==> src/rtl/alu_arbiter_if.sv <==
// Bundle of the two requester ports, the grant/done handshake, the result and
// the shared-ALU operand/result path between the arbiter and its environment.
interface alu_arbiter_if;
  logic        req0;
  logic [7:0]  opA0;
  logic [7:0]  opB0;
  logic        op0;
  logic        req1;
  logic [7:0]  opA1;
  logic [7:0]  opB1;
  logic        op1;
  logic        gnt0;
  logic        gnt1;
  logic        done0;
  logic        done1;
  logic [15:0] res;
  logic        busy;
  logic [7:0]  alu_opA;
  logic [7:0]  alu_opB;
  logic        alu_opcode;
  logic [15:0] alu_res;

  // Handshake: a requester raises reqN with stable operands and holds it until
  // gntN pulses; gntN means operands were latched, doneN means res is valid
  // for that requester. Both gnt and done are single-cycle pulses.
  modport slave (
    input  req0, opA0, opB0, op0,
    input  req1, opA1, opB1, op1,
    input  alu_res,
    output gnt0, gnt1, done0, done1, res, busy,
    output alu_opA, alu_opB, alu_opcode
  );

  modport master (
    output req0, opA0, opB0, op0,
    output req1, opA1, opB1, op1,
    output alu_res,
    input  gnt0, gnt1, done0, done1, res, busy,
    input  alu_opA, alu_opB, alu_opcode
  );
endinterface

==> src/rtl/alu_arbiter.sv <==
// Two-requester arbiter in front of a shared combinational ALU; one operation
// in flight, IDLE -> EXEC -> DONE, round-robin or fixed-priority selection.
module alu_arbiter #(
  parameter bit RR_EN = 1'b1
) (
  input  logic         clk,
  input  logic         rst,
  alu_arbiter_if.slave bus,
  output logic [1:0]   state_dbg
);

  typedef enum logic [1:0] {
    IDLE = 2'd0,
    EXEC = 2'd1,
    DONE = 2'd2
  } state_t;

  state_t state;
  logic   last_srv;  // 1 = requester 1 was served last
  logic   winner;    // requester owning the transaction in flight
  logic   pick;

  assign state_dbg = state;

  // With only one requester active it wins regardless of the pointer.
  always_comb begin
    pick = 1'b0;
    if (RR_EN) begin
      if (bus.req0 && bus.req1) pick = ~last_srv;
      else                      pick = bus.req1;
    end else begin
      pick = ~bus.req0;
    end
  end

  always_ff @(posedge clk) begin
    if (rst) begin
      state          <= IDLE;
      last_srv       <= 1'b1;
      winner         <= 1'b0;
      bus.gnt0       <= 1'b0;
      bus.gnt1       <= 1'b0;
      bus.done0      <= 1'b0;
      bus.done1      <= 1'b0;
      bus.busy       <= 1'b0;
      bus.res        <= 16'h0000;
      bus.alu_opA    <= 8'h00;
      bus.alu_opB    <= 8'h00;
      bus.alu_opcode <= 1'b0;
    end else begin
      bus.gnt0  <= 1'b0;
      bus.gnt1  <= 1'b0;
      bus.done0 <= 1'b0;
      bus.done1 <= 1'b0;
      case (state)
        IDLE: begin
          bus.busy <= 1'b0;
          if (bus.req0 || bus.req1) begin
            state    <= EXEC;
            bus.busy <= 1'b1;
            winner   <= pick;
            last_srv <= pick;
            bus.gnt0 <= ~pick;
            bus.gnt1 <= pick;
            if (pick) begin
              bus.alu_opA    <= bus.opA1;
              bus.alu_opB    <= bus.opB1;
              bus.alu_opcode <= bus.op1;
            end else begin
              bus.alu_opA    <= bus.opA0;
              bus.alu_opB    <= bus.opB0;
              bus.alu_opcode <= bus.op0;
            end
          end
        end
        EXEC: begin
          state     <= DONE;
          bus.busy  <= 1'b1;
          bus.res   <= bus.alu_res;
          bus.done0 <= ~winner;
          bus.done1 <= winner;
        end
        DONE: begin
          state    <= IDLE;
          bus.busy <= 1'b0;
        end
        default: begin
          state    <= IDLE;
          bus.busy <= 1'b0;
        end
      endcase
    end
  end

endmodule

==> src/flat_wrapper.sv <==
// flat-port wrapper written by rule: the top's interface ports become plain ports
module alu_arbiter_flat 
#(
  parameter bit RR_EN = 1'b1
)
  (clk, rst, state_dbg, bus_req0, bus_opA0, bus_opB0, bus_op0, bus_req1, bus_opA1, bus_opB1, bus_op1, bus_alu_res, bus_gnt0, bus_gnt1, bus_done0, bus_done1, bus_res, bus_busy, bus_alu_opA, bus_alu_opB, bus_alu_opcode);
  alu_arbiter_if bus_i ();
  input  logic clk;
  input  logic rst;
  output logic [1:0] state_dbg;
  input wire logic [$bits(bus_i.req0)-1:0] bus_req0;
  input wire logic [$bits(bus_i.opA0)-1:0] bus_opA0;
  input wire logic [$bits(bus_i.opB0)-1:0] bus_opB0;
  input wire logic [$bits(bus_i.op0)-1:0] bus_op0;
  input wire logic [$bits(bus_i.req1)-1:0] bus_req1;
  input wire logic [$bits(bus_i.opA1)-1:0] bus_opA1;
  input wire logic [$bits(bus_i.opB1)-1:0] bus_opB1;
  input wire logic [$bits(bus_i.op1)-1:0] bus_op1;
  input wire logic [$bits(bus_i.alu_res)-1:0] bus_alu_res;
  output wire logic [$bits(bus_i.gnt0)-1:0] bus_gnt0;
  output wire logic [$bits(bus_i.gnt1)-1:0] bus_gnt1;
  output wire logic [$bits(bus_i.done0)-1:0] bus_done0;
  output wire logic [$bits(bus_i.done1)-1:0] bus_done1;
  output wire logic [$bits(bus_i.res)-1:0] bus_res;
  output wire logic [$bits(bus_i.busy)-1:0] bus_busy;
  output wire logic [$bits(bus_i.alu_opA)-1:0] bus_alu_opA;
  output wire logic [$bits(bus_i.alu_opB)-1:0] bus_alu_opB;
  output wire logic [$bits(bus_i.alu_opcode)-1:0] bus_alu_opcode;
  assign bus_i.req0 = bus_req0;
  assign bus_i.opA0 = bus_opA0;
  assign bus_i.opB0 = bus_opB0;
  assign bus_i.op0 = bus_op0;
  assign bus_i.req1 = bus_req1;
  assign bus_i.opA1 = bus_opA1;
  assign bus_i.opB1 = bus_opB1;
  assign bus_i.op1 = bus_op1;
  assign bus_i.alu_res = bus_alu_res;
  assign bus_gnt0 = bus_i.gnt0;
  assign bus_gnt1 = bus_i.gnt1;
  assign bus_done0 = bus_i.done0;
  assign bus_done1 = bus_i.done1;
  assign bus_res = bus_i.res;
  assign bus_busy = bus_i.busy;
  assign bus_alu_opA = bus_i.alu_opA;
  assign bus_alu_opB = bus_i.alu_opB;
  assign bus_alu_opcode = bus_i.alu_opcode;
  alu_arbiter #(.RR_EN(RR_EN)) u_core (.clk(clk), .rst(rst), .bus(bus_i), .state_dbg(state_dbg));
endmodule
==> config.mk <==
export PLATFORM = sky130hd
export DESIGN_NAME = alu_arbiter_flat
export DESIGN_NICKNAME = d
export VERILOG_FILES = /design/src/rtl/alu_arbiter_if.sv /design/src/rtl/alu_arbiter.sv /design/src/flat_wrapper.sv
export SDC_FILE = /design/constraint.sdc
export NUM_CORES = 1
export LEC_CHECK = 0
export BUFFER_PORTS_ARGS = -buffer_cell sky130_fd_sc_hd__buf_2
export CORE_MARGIN = 3
export CORE_UTILIZATION = 45
export CTS_BUF_LIST = sky130_fd_sc_hd__clkbuf_16
export DETAILED_ROUTE_END_ITERATION = 16
export GPL_TIMING_DRIVEN = 0
export PLACE_DENSITY = 0.9
export SLEW_MARGIN = 20
export SYNTH_ARGS = -nofsm -noshare
export SYNTH_HDL_FRONTEND = slang
export SYNTH_SLANG_ARGS = --single-unit
==> constraint.sdc <==
create_clock -name clk -period 3.1 [get_ports clk]
set_input_delay 0.155 -clock clk [delete_from_list [all_inputs] [get_ports clk]]
set_output_delay 0.155 -clock clk [all_outputs]
set_load 0.005 [all_outputs]
After elaboration in Yosys (flattened, before gate mapping)
Index checks and enable logic that the tools add are counted.
{"block": "word_totals", "register_bits": 42, "latchBits": 0, "ramBits": 0, "romBits": 0, "memories": 0}
{"block": "op_classes", "add_sub_neg": 0, "multipliers": 0, "n_div": 0, "magnitude_cmp": 0, "eq_ne": 2, "shift": 0, "n_mux": 8, "bitwise_logic": 6, "n_reduce_logical": 6}
{"op": "8-bit two-way mux", "n": 2}
{"op": "1-bit inverter", "n": 6}
{"op": "2-bit one-hot mux with 2 select lines", "n": 1}
{"op": "1-bit two-way mux", "n": 3}
{"op": "3-bit OR reduction", "n": 1}
{"op": "2-bit by 1-bit equality test with 1-bit output, second input constant", "n": 1}
{"op": "2-bit zero test", "n": 1}
{"op": "2-bit two-way mux", "n": 1}
{"op": "2-bit by 1-bit != test with 1-bit output, second input constant", "n": 1}
{"op": "1-bit one-hot mux with 2 select lines", "n": 1}
{"op": "2-bit AND reduction", "n": 1}
{"op": "2-bit OR reduction", "n": 1}
{"op": "1-bit logical AND", "n": 1}
{"op": "1-bit logical OR", "n": 1}

Logic depth before layout (Yosys ltp)
Gate-level depths: netlist of run 1.
{"block": "logic_depth", "ltp_word": 3, "depth_mapped": 5}

Least setup slack after synthesis of run 1
No wires, ideal clock.
{"block": "synth_timing", "kind": "flip-flop to flip-flop", "startpoint": "register u_core.state[0] (netlist: u_core.state_dbg[0])", "endpoint": "register u_core.bus.alu_opA[2]", "setup_time_ns": 0.058, "t_arrival_ns": 1.420, "t_required_ns": 3.042, "slack_ns": 1.622, "path_stages_with_launch": 5, "path_buffers": 1, "synth_period_minus_slack_ns": 1.478, "cell_sequence": "dfxtp_1 -> or3_4 -> a211oi_4 -> buf_6 -> a221o_2"}
{"block": "synth_via", "elab_chain_len": 2}
{"element": "start: declaration", "line_no": "alu_arbiter.sv:18", "source": "state_t state;"}
{"element": "start signal: assignment", "line_no": "alu_arbiter.sv:38", "source": "state <= IDLE;"}
{"element": "start signal: assignment", "line_no": "alu_arbiter.sv:59", "source": "state <= EXEC;"}
{"element": "start signal: assignment", "line_no": "alu_arbiter.sv:77", "source": "state <= DONE;"}
{"element": "2-bit zero test", "line_no": "alu_arbiter.sv:55", "source": "case (state)"}
{"element": "2-bit AND reduction (no line)"}
{"element": "end signal: assignment", "line_no": "alu_arbiter.sv:66", "source": "bus.alu_opA <= bus.opA1;"}
{"element": "end signal: assignment", "line_no": "alu_arbiter.sv:70", "source": "bus.alu_opA <= bus.opA0;"}
{"element": "end: declaration", "line_no": "alu_arbiter_if.sv:31", "source": "output alu_opA, alu_opB, alu_opcode"}
No other way between the ends.
A chain may end at the register's enable or synchronous reset.

Final worst setup path of run 1
{"block": "layout_timing", "startpoint": "register u_core.state[0] (netlist: u_core.state_dbg[0])", "endpoint": "register u_core.bus.alu_opA[6]"}
Same word-level chain as after synthesis.

==> results.py, run 1 <==
metrics = {
    "drt": {
        "drc": 0,
        "viasPerCell": 4.940,
        "drt-total-wl_mm": 3.925,
        "wire_per_inst_um": 12.30,
        "vias": 1576,
        "final_antenna_net_count": 0,
        "drt_pass1_iterations": 4,
        "drtIter0Drc": 103,
    },
    "hold_path": {
        "hold_path_class": "input port to flip-flop",
    },
    "final_layout": {
        "post-route-cell-area_um2": 2236,
        "final_util": 0.7035,
        "fin_nets": 328,
        "diodes": 0,
        "drive_gt1_frac": 0.4000,
        "area_growth_pct": 44.00,
    },
    "critical_path": {
        "slowest_delay_ns": 0.38,
        "path_delay_family": "compound AO/OA/AOI/OAI gates",
        "cp-end-kind": "flip-flop",
        "worstPathArrival_ns": 1.81,
        "required_ns": 3.26,
        "worstPathCellList": "o31a_1 -> clkbuf_1 -> clkbuf_1 -> a221o_2",
        "path_common_cell": "clkbuf_1",
        "start_kind": "flip-flop",
        "path_max_fanout": 10,
        "critPathKind": "flip-flop to flip-flop",
        "crit_buf_inv": 2,
        "slowest_stage": "a221o_2",
    },
    "placed_design": {
        "dpl.hpwl_mm": 2.983,
        "port_buffers": 93,
        "placed_area_um2": 2073,
        "gp_congestion": 0.7571,
    },
    "logic_synthesis": {
        "synth_top_area_frac": 0.5415,
        "synthSimpleGateAreaFrac": 0.2119,
        "synth_xor_area_frac": 0,
        "synth_compound_area_frac": 0.1966,
        "synth_fa_ha_area_frac": 0,
        "ys.warnings.count": 0,
        "synth_area_um2": 1553,
        "yosysSeqAreaShare": 0.5415,
        "syn_area_per_cell_um2": 8.924,
        "yosysTopAreaCell": "dfxtp_1",
        "synthCells": 174,
        "yosysUniqueCellTypes": 21,
        "synth_seq_cells": 42,
        "synth_top_family_by_area": "simple AND/OR/NAND/NOR gates",
        "ys_top_cells_by_area": "dfxtp_1, nand2_1, a221o_1",
        "syn_nets": 228,
        "synth_mux_area_frac": 0,
    },
    "floorplan": {
        "initial_utilization": 0.4886,
        "die_y_um": 64.74,
        "die_x_um": 64.74,
        "die-area_um2": 4191,
        "core_um2": 3178,
        "std_cell_rows": 20,
        "pin_count": 94,
    },
    "pwr": {
        "intPower_mw": 1.054,
        "p_switching_uw": 304.3,
        "power_density_nw_per_um2": 607.5,
        "swShare": 0.2240,
        "ir_drop_v": 0.0004224,
        "power.share.clock": 0.411,
        "comb_power_share": 0.142,
        "p_leak_nw": 1.106,
        "p_seq_frac": 0.447,
        "total_power_mw": 1.358,
    },
    "outcome": {
        "status": "complete, no violations",
    },
    "grt": {
        "globalRouteOverflowTotal": 0,
        "grt_pass1_vias": 1435,
        "grt.total_usage": 0.1860,
        "grt_pass1_wl_mm": 6.327,
        "antenna_found_initial": 0,
        "grt_max_degree": 13,
    },
    "timing": {
        "finalClockSkew_ns": 0.002574,
        "worstMarginPinSlew_ns": 0.4770,
        "maxSlewHeadroom": 0.6810,
        "period_minus_slack_ns": 1.652,
        "tns_ns": 0,
        "slew_violations": 0,
        "hold_viol": 0,
        "setup_viol": 0,
        "rsz0062_at_grt": "no",
        "fmax_ghz": 0.6054,
        "period_share": 0.5328,
    },
    "clock_network": {
        "h-tree-depth": 2,
        "clock_sinks": 42,
        "cts-resized-gates": 0,
        "clockRootBuffer": "clkbuf_16",
        "postCtsHoldBufs": 0,
        "cts_buffers": 5,
        "clk_latency_ns": 0.27,
        "cts.clk_slew.worst_paths_ns": 0.06,
        "post-cts-setup-buffer-count": 0,
        "max-clock-path-buffers": 2,
        "tritoncts": "built",
    },
    "flow_run": {
        "cap_violations": 0,
    },
}
-- cell type report --
type,count,area (um2)
well taps,44,55.05
plain buffers,15,66.31
fillers,283,942.2
inverters,3,11.26
clock inverters,3,37.54
flip-flops and latches,42,840.8
clock buffers,5,125.1
multi-input cells,114,634.4
repair buffers,93,465.4
-- Yosys cell counts --
library cell and n:
clkbuf_1 9, nor3b_1 1, buf_2 2, and3_1 1
a21o_1 1, o31a_1 1, inv_1 3, a21oi_1 17
a211oi_4 1, nor2b_1 2, nand2_1 49, buf_1 3
buf_6 1, nor3_1 18, a221o_2 6, nor2_1 3
a221o_1 11, or3_4 1, dfxtp_1 42, nand2b_1 1
o22ai_1 1
-- placed cells by master (no fill, tap or decap), drive strengths merged, types with 2 or more instances in the layout --
| cell type | netlist | layout |
|---|---|---|
| buf | 6 | 99 |
| nand2 | 49 | 49 |
| dfxtp | 42 | 42 |
| nor3 | 18 | 18 |
| a21oi | 17 | 17 |
| a221o | 17 | 17 |
| clkbuf | 9 | 14 |
| inv | 3 | 5 |
| nor2 | 3 | 3 |
| nor2b | 2 | 2 |
-- metrics by stage --
| step | std cells | setup WS, ns | hold slack (ns) |
|---|---|---|---|
| global route | 319 | 1.328 | 0.1029 |
| CTS | 319 | 1.431 | 0.1023 |
| global placement | 311 | 1.389 | 0.3795 |
| floorplan | 174 | 1.622 | 0.2908 |
| finish | 319 | 1.448 | 0.1070 |
| detailed placement | 311 | 1.418 | 0.3865 |
-- per-layer routing --
metal	vias up	wire [um]	global-route usage
li1	803	-	-
met1	707	1702	0.2192
met2	64	1932	0.3474
met3	2	285	0.03293
met4	0	5	0.03958
met5	-	0	0
-- final timing paths --
check	cells past startpoint	endpoint	start	slack, ns
hold / removal	2	u_core.bus.alu_opA[4]$_SDFFE_PP0P_	bus_opA1[4]	0.11
setup reg to reg	4	u_core.bus.alu_opA[6]$_SDFFE_PP0P_	u_core.state_dbg[0]$_SDFFE_PP0P_	1.45
hold reg to reg	2	u_core.bus.res[4]$_SDFFE_PP0P_	u_core.bus.res[4]$_SDFFE_PP0P_	0.45
setup / recovery	4	u_core.bus.alu_opA[6]$_SDFFE_PP0P_	u_core.state_dbg[0]$_SDFFE_PP0P_	1.45
-- power groups by stage --
stage               logic (mW)  clock network (mW)  registers, mW
floorplan               0.0931                   0          0.622
global placement         0.191                   0          0.617
detailed placement       0.195                   0          0.618
CTS                      0.196               0.569          0.607
global route             0.216               0.591          0.612
finish                   0.192               0.559          0.607
-- registers in the layout, summed over array words and instances, names as in the netlist, 2 cells and up --
name / flops
u_core.bus.res: 16
u_core.state_dbg: 2
u_core.bus.alu_opA: 8
u_core.bus.alu_opB: 8
-- logic make-up (layout without fill, tap and decap cells) --
group | count (synthesis) | after routing
AND/OR/NAND/NOR | 76 | 76
flip-flops | 42 | 42
AO/OA/AOI/OAI | 38 | 38
buffers and inverters | 18 | 119
No activity file was read; power rests on OpenSTA's default activity.
==> run 2: changes to the inputs <==
Settings changed: ABC_AREA set to 1, CORE_UTILIZATION 45 to 40, PLACE_DENSITY 0.9 to 0.83.
Clock period 3.1 ns to 1.4 ns, I/O delays scaled along.
==> run 2 against run 1 <==
Final area increased by 9.2%. Via count increased by 13%. Maximum frequency increased by 37%. Combinational power increased to 2.8 times the previous value. Synthesized area increased by 13%. Clock skew increased by 0.0020 ns. Sequential cell count unchanged. Critical endpoint is now u_core.bus.alu_opB[1]$_SDFFE_PP0P_. Largest cell class unchanged.
==> results.py, run 2 <==
metrics = {
    "grt": {
        "grt.total_usage": 0.1769,
        "globalRouteOverflowTotal": 0,
        "grt_max_degree": 14,
        "antenna_found_initial": 0,
        "grt_pass1_wl_mm": 7.348,
        "grt_pass1_vias": 1651,
    },
    "drt": {
        "vias": 1781,
        "viasPerCell": 4.775,
        "drtIter0Drc": 72,
        "drt_pass1_iterations": 4,
        "drt-total-wl_mm": 4.418,
        "final_antenna_net_count": 0,
        "drc": 0,
        "wire_per_inst_um": 11.84,
    },
    "final_layout": {
        "largest_register_ffs": 16,
        "fillers": 374,
        "drive_gt1_frac": 0.3839,
        "area_growth_pct": 39.43,
        "final_util": 0.5935,
        "diodes": 0,
        "top_register": "u_core.bus.res",
        "final_common_cell": "buf_2",
        "final_cell_mix": "buf_2, dfxtp_1, nor2_1",
        "reg_top3": "u_core.bus.res (16), u_core.bus.alu_opA (8), u_core.bus.alu_opB (8)",
        "fin_nets": 376,
    },
    "clock_network": {
        "clock_sinks": 42,
        "post-cts-setup-buffer-count": 0,
        "cts.clk_slew.worst_paths_ns": 0.06,
        "h-tree-depth": 2,
        "tritoncts": "built",
        "clockRootBuffer": "clkbuf_16",
        "max-clock-path-buffers": 2,
        "clk_latency_ns": 0.28,
        "cts_buffers": 5,
    },
    "timing": {
        "setup_viol": 0,
        "hold_viol": 0,
        "tns_ns": 0,
        "fmax_ghz": 0.8288,
        "maxSlewHeadroom": 0.7877,
        "worstMarginPinSlew_ns": 0.3184,
        "period_minus_slack_ns": 1.207,
        "rsz0062_at_grt": "no",
        "slew_violations": 0,
        "finalClockSkew_ns": 0.004596,
        "period_share": 0.8618,
    },
    "logic_synthesis": {
        "ys.warnings.count": 0,
        "yosysUniqueCellTypes": 20,
        "yosysMostFrequentCell": "dfxtp_1",
        "synth_area_um2": 1752,
        "syn_nets": 277,
        "synth_top_area_frac": 0.4800,
        "synth_common_cells": "dfxtp_1, nor2_1, nand2_1",
        "yosysSeqAreaShare": 0.4800,
        "async_flop_share": 0,
        "syn_area_per_cell_um2": 7.855,
        "ys_top_cells_by_area": "dfxtp_1, nand4_1, nor2_1",
        "yosysTopAreaCell": "dfxtp_1",
        "synth_seq_cells": 42,
        "ys.flop_type": "dfxtp_1",
        "synth_edf_count": 0,
        "synthCells": 223,
    },
    "critical_path": {
        "slowest_delay_ns": 0.33,
        "slowest_stage": "dfxtp_1",
        "worstPathArrival_ns": 1.37,
        "worstPathCellList": "inv_1 -> nand2_2 -> nor2_8 -> nor2_8 -> buf_8 -> nand2_2 -> nand3_1",
        "start_kind": "flip-flop",
        "critPathKind": "flip-flop to flip-flop",
        "path_max_fanout": 10,
        "cp-end-kind": "flip-flop",
        "startpoint": "u_core.state_dbg[0]$_SDFFE_PP0P_",
        "r2r_start": "u_core.state_dbg[0]$_SDFFE_PP0P_",
        "path_delay_family": "simple AND/OR/NAND/NOR gates",
        "crit_buf_inv": 2,
        "required_ns": 1.57,
    },
    "outcome": {
        "status": "complete, no violations",
    },
    "placed_design": {
        "gp_congestion": 0.7623,
        "dpl.hpwl_mm": 3.283,
        "port_buffers": 92,
    },
    "hold_path": {
        "hold_path_class": "input port to flip-flop",
        "hp-start": "bus_alu_res[15]",
    },
    "floorplan": {
        "initial_utilization": 0.4257,
        "pin_count": 94,
        "core_um2": 4115,
        "die_y_um": 72.18,
        "std_cell_rows": 23,
        "die_x_um": 72.18,
        "die-area_um2": 5209,
    },
    "pwr": {
        "ir_drop_v": 0.0008665,
        "power_density_nw_per_um2": 1308,
        "p_leak_nw": 1.331,
    },
    "flow_run": {
        "cap_violations": 0,
    },
}
[run 2: final cells by class]
cell class | instances | area (um2) | share of cell area
timing repair buffer | 92 | 460.4 | 0.1885
buffer | 13 | 101.3 | 0.04150
sequential | 42 | 840.8 | 0.3443
clock buffer | 5 | 125.1 | 0.05123
inverter | 22 | 82.58 | 0.03381
multi-input combinational | 146 | 728.2 | 0.2982
tap | 50 | 62.56 | 0.02561
clock inverter | 3 | 41.29 | 0.01691
[run 2: path summary, 6_finish.rpt]
check / end / slack [ns] / cells after the start
max: u_core.bus.alu_opB[1]$_SDFFE_PP0P_ / 0.19 / 7
min: u_core.bus.res[15]$_SDFFE_PP0P_ / 0.009 / 3
max reg2reg: u_core.bus.alu_opB[1]$_SDFFE_PP0P_ / 0.19 / 7
min reg2reg: u_core.bus.done0$_SDFF_PP0_ / 0.44 / 1
[run 2: logic make-up (layout without fill, tap and decap cells)]
family	count (synthesis)	in the layout	share of synthesized area
and+or+nand+nor	126	126	0.3521
DFF	42	42	0.4800
buffers and inverters	35	135	0.1043
AOI/OAI and AO/OA	20	20	0.06357
[run 2: worst register-to-register path, cell delays in order (launching register included)]
cell and delay (ns):
dfxtp_1 0.33, inv_1 0.12, nand2_2 0.10, nor2_8 0.20, nor2_8 0.07, buf_8 0.15, nand2_2 0.06, nand3_1 0.07
[run 2: per-stage QoR]
stage	instance area (um2)	power [mW]	hold slack, ns	worst slack [ns]	cells
finish	2442	3.194	0.009076	0.1935	373
global route	2442	3.352	0.01329	0.09509	373
floorplan	1752	1.685	0.2049	0.2875	223
CTS	2441	3.218	0.004172	0.1602	373
detailed placement	2275	1.935	0.2968	0.1672	365
global placement	2275	1.926	0.2905	0.1812	365
[run 2: timing repair]
item | in CTS | in global routing
setup endpoints to repair | 0 | 1
resized for setup | 0 | 2
hold buffers | 0 | 0
[run 2: report_power, final]
part / switching, mW / internal, mW
Sequential: 0.0595 / 1.31
Combinational: 0.292 / 0.243
Clock: 0.454 / 0.834
Total: 0.805 / 2.39
[run 2: layer usage]
| layer | routed length (um) | global-route usage |
|---|---|---|
| met4 | 49 | 0.05010 |
| met2 | 2065 | 0.2851 |
| met1 | 1915 | 0.2224 |
| met3 | 387 | 0.06371 |
| met5 | 0 | 0 |
==> run 3: changes to the inputs <==
Settings changed: RECOVER_POWER set to 25.
==> run 3 against run 2 <==
Global-route usage did not move. Sequential cell count did not move. Final cell count did not move. Sequential power barely moved. Worst setup slack got worse by 0.00083 ns. Final area fell by 0.26%. Power fell by 0.16%. Count of clock-buffer cells in the layout did not move. Clock skew barely moved. Critical path depth did not move. Worst hold slack barely moved. Routed wire length fell by 0.34%. Largest cell class unchanged.
==> results.py, run 3 (same netlist as run 2, synthesis figures left out) <==
metrics = {
    "outcome": {
        "status": "complete, no violations",
    },
    "critical_path": {
        "cp-end-kind": "flip-flop",
        "path_delay_family": "simple AND/OR/NAND/NOR gates",
        "critPathKind": "flip-flop to flip-flop",
        "crit_buf_inv": 2,
        "worstPathArrival_ns": 1.37,
        "slowest_delay_ns": 0.33,
        "required_ns": 1.57,
        "start_kind": "flip-flop",
        "slowest_stage": "dfxtp_1",
        "worstPathCellList": "inv_1 -> nand2_2 -> nor2_8 -> nor2_8 -> buf_8 -> nand2_2 -> nand3_1",
        "path_max_fanout": 10,
        "rrSetupSlack_ns": 0.19,
    },
    "final_layout": {
        "final_common_cell": "buf_2",
        "fin_nets": 376,
        "reg_top3": "u_core.bus.res (16), u_core.bus.alu_opA (8), u_core.bus.alu_opB (8)",
        "multi_input_area_um2": 728.2,
        "top_register": "u_core.bus.res",
        "diodes": 0,
        "drive_gt1_frac": 0.3684,
        "largest_register_ffs": 16,
        "post-route-cell-area_um2": 2436,
        "fillers": 377,
        "layout.area.seq_um2": 840.8,
        "final_cell_mix": "buf_2, dfxtp_1, nor2_1",
        "area_growth_pct": 39.07,
    },
    "pwr": {
        "p_leak_nw": 1.312,
        "power_density_nw_per_um2": 1309,
        "swShare": 0.2518,
        "p_seq_frac": 0.430,
        "p_switching_uw": 803.1,
        "comb_power_share": 0.167,
        "ir_drop_v": 0.0008657,
        "intPower_mw": 2.386,
        "power.share.clock": 0.403,
    },
    "hold_path": {
        "hold_path_class": "input port to flip-flop",
    },
    "floorplan": {
        "pin_count": 94,
        "die_x_um": 72.18,
        "std_cell_rows": 23,
        "die_y_um": 72.18,
        "core_um2": 4115,
        "initial_utilization": 0.4257,
        "die-area_um2": 5209,
    },
    "grt": {
        "antenna_found_initial": 0,
        "grt.total_usage": 0.1769,
        "grt_pass1_vias": 1651,
        "globalRouteOverflowTotal": 0,
        "grt_pass1_wl_mm": 7.348,
        "grt_max_degree": 14,
    },
    "clock_network": {
        "cts_buffers": 5,
        "tritoncts": "built",
        "postCtsHoldBufs": 0,
        "clock_sinks": 42,
        "clockRootBuffer": "clkbuf_16",
        "clk_latency_ns": 0.28,
        "cts.clk_slew.worst_paths_ns": 0.06,
        "post-cts-setup-buffer-count": 0,
        "max-clock-path-buffers": 2,
        "h-tree-depth": 2,
    },
    "placed_design": {
        "port_buffers": 92,
        "gp_congestion": 0.7623,
        "placed_area_um2": 2275,
        "dpl.hpwl_mm": 3.283,
    },
    "drt": {
        "drt-total-wl_mm": 4.403,
        "wire_per_inst_um": 11.80,
        "drc": 0,
        "drt_pass1_iterations": 4,
        "drtIter0Drc": 69,
        "vias": 1773,
        "viasPerCell": 4.753,
        "final_antenna_net_count": 0,
    },
    "timing": {
        "slew_violations": 0,
        "period_minus_slack_ns": 1.207,
        "hold_viol": 0,
        "finalClockSkew_ns": 0.004268,
        "setup_viol": 0,
        "fmax_ghz": 0.8282,
        "rsz0062_at_grt": "no",
        "worstMarginPinSlew_ns": 0.3184,
        "tns_ns": 0,
        "period_share": 0.8624,
        "maxSlewHeadroom": 0.7877,
    },
    "flow_run": {
        "cap_violations": 0,
    },
}
-- run 3: area by class of cell --
type                            instances  share of cell area
Sequential cell                        42              0.3451
Multi-Input combinational cell        146              0.2989
Timing Repair Buffer                   92              0.1864
Clock buffer                            5             0.05136
Buffer                                 13             0.04160
Inverter                               22             0.03390
Tap cell                               50             0.02568
Clock inverter                          3             0.01695
-- run 3: worst reg2reg max path, cell delays in order, from the launching register on --
cell and delay (ns):
dfxtp_1 0.33, inv_1 0.12, nand2_2 0.10, nor2_8 0.20, nor2_8 0.07, buf_8 0.15, nand2_2 0.06, nand3_1 0.07
-- run 3: path summary, 6_finish.rpt --
path | startpoint | to | depth (start not counted)
setup / recovery | u_core.state_dbg[0]$_SDFFE_PP0P_ | u_core.bus.alu_opB[1]$_SDFFE_PP0P_ | 7
hold / removal | bus_alu_res[15] | u_core.bus.res[15]$_SDFFE_PP0P_ | 3
setup reg to reg | u_core.state_dbg[0]$_SDFFE_PP0P_ | u_core.bus.alu_opB[1]$_SDFFE_PP0P_ | 7
hold reg to reg | u_core.winner$_SDFFE_PP0P_ | u_core.bus.done0$_SDFF_PP0_ | 1
-- run 3: stage by stage --
stage	hold WS, ns	power [mW]	instances	util	worst slack (ns)
6_report	0.009248	3.189	373	0.5920	0.1926
5_1_grt	0.01329	3.349	373	0.5920	0.09509
4_1_cts	0.004172	3.218	373	0.5932	0.1602
3_5_place_dp	0.2968	1.935	365	0.5528	0.1672
3_3_place_gp	0.2905	1.926	365	0.5528	0.1812
2_1_floorplan	0.2049	1.685	223	-	0.2875
-- run 3: what timing repair did --
action                                 in CTS  in global routing
setup endpoints to repair                   0                  1
endpoints found under the hold margin       0                  0
resized for setup                           0                  2
-- run 3: power by group through the flow --
| stage | Combinational, mW | Sequential (mW) | Clock, mW |
|---|---|---|---|
| floorplan | 0.279 | 1.41 | 0 |
| global placement | 0.534 | 1.39 | 0 |
| detailed placement | 0.540 | 1.39 | 0 |
| CTS | 0.542 | 1.37 | 1.30 |
| global route | 0.605 | 1.38 | 1.36 |
| finish | 0.531 | 1.37 | 1.29 |
-- run 3: per-layer routing --
layer | routed length [um] | track usage | vias up | share of wire
li1 | - | - | 924 | -
met1 | 1915 | 0.2224 | 785 | 0.43
met2 | 2058 | 0.2851 | 59 | 0.47
met3 | 379 | 0.06371 | 5 | 0.086
met4 | 49 | 0.05010 | 0 | 0.011
met5 | 0 | 0 | - | 0
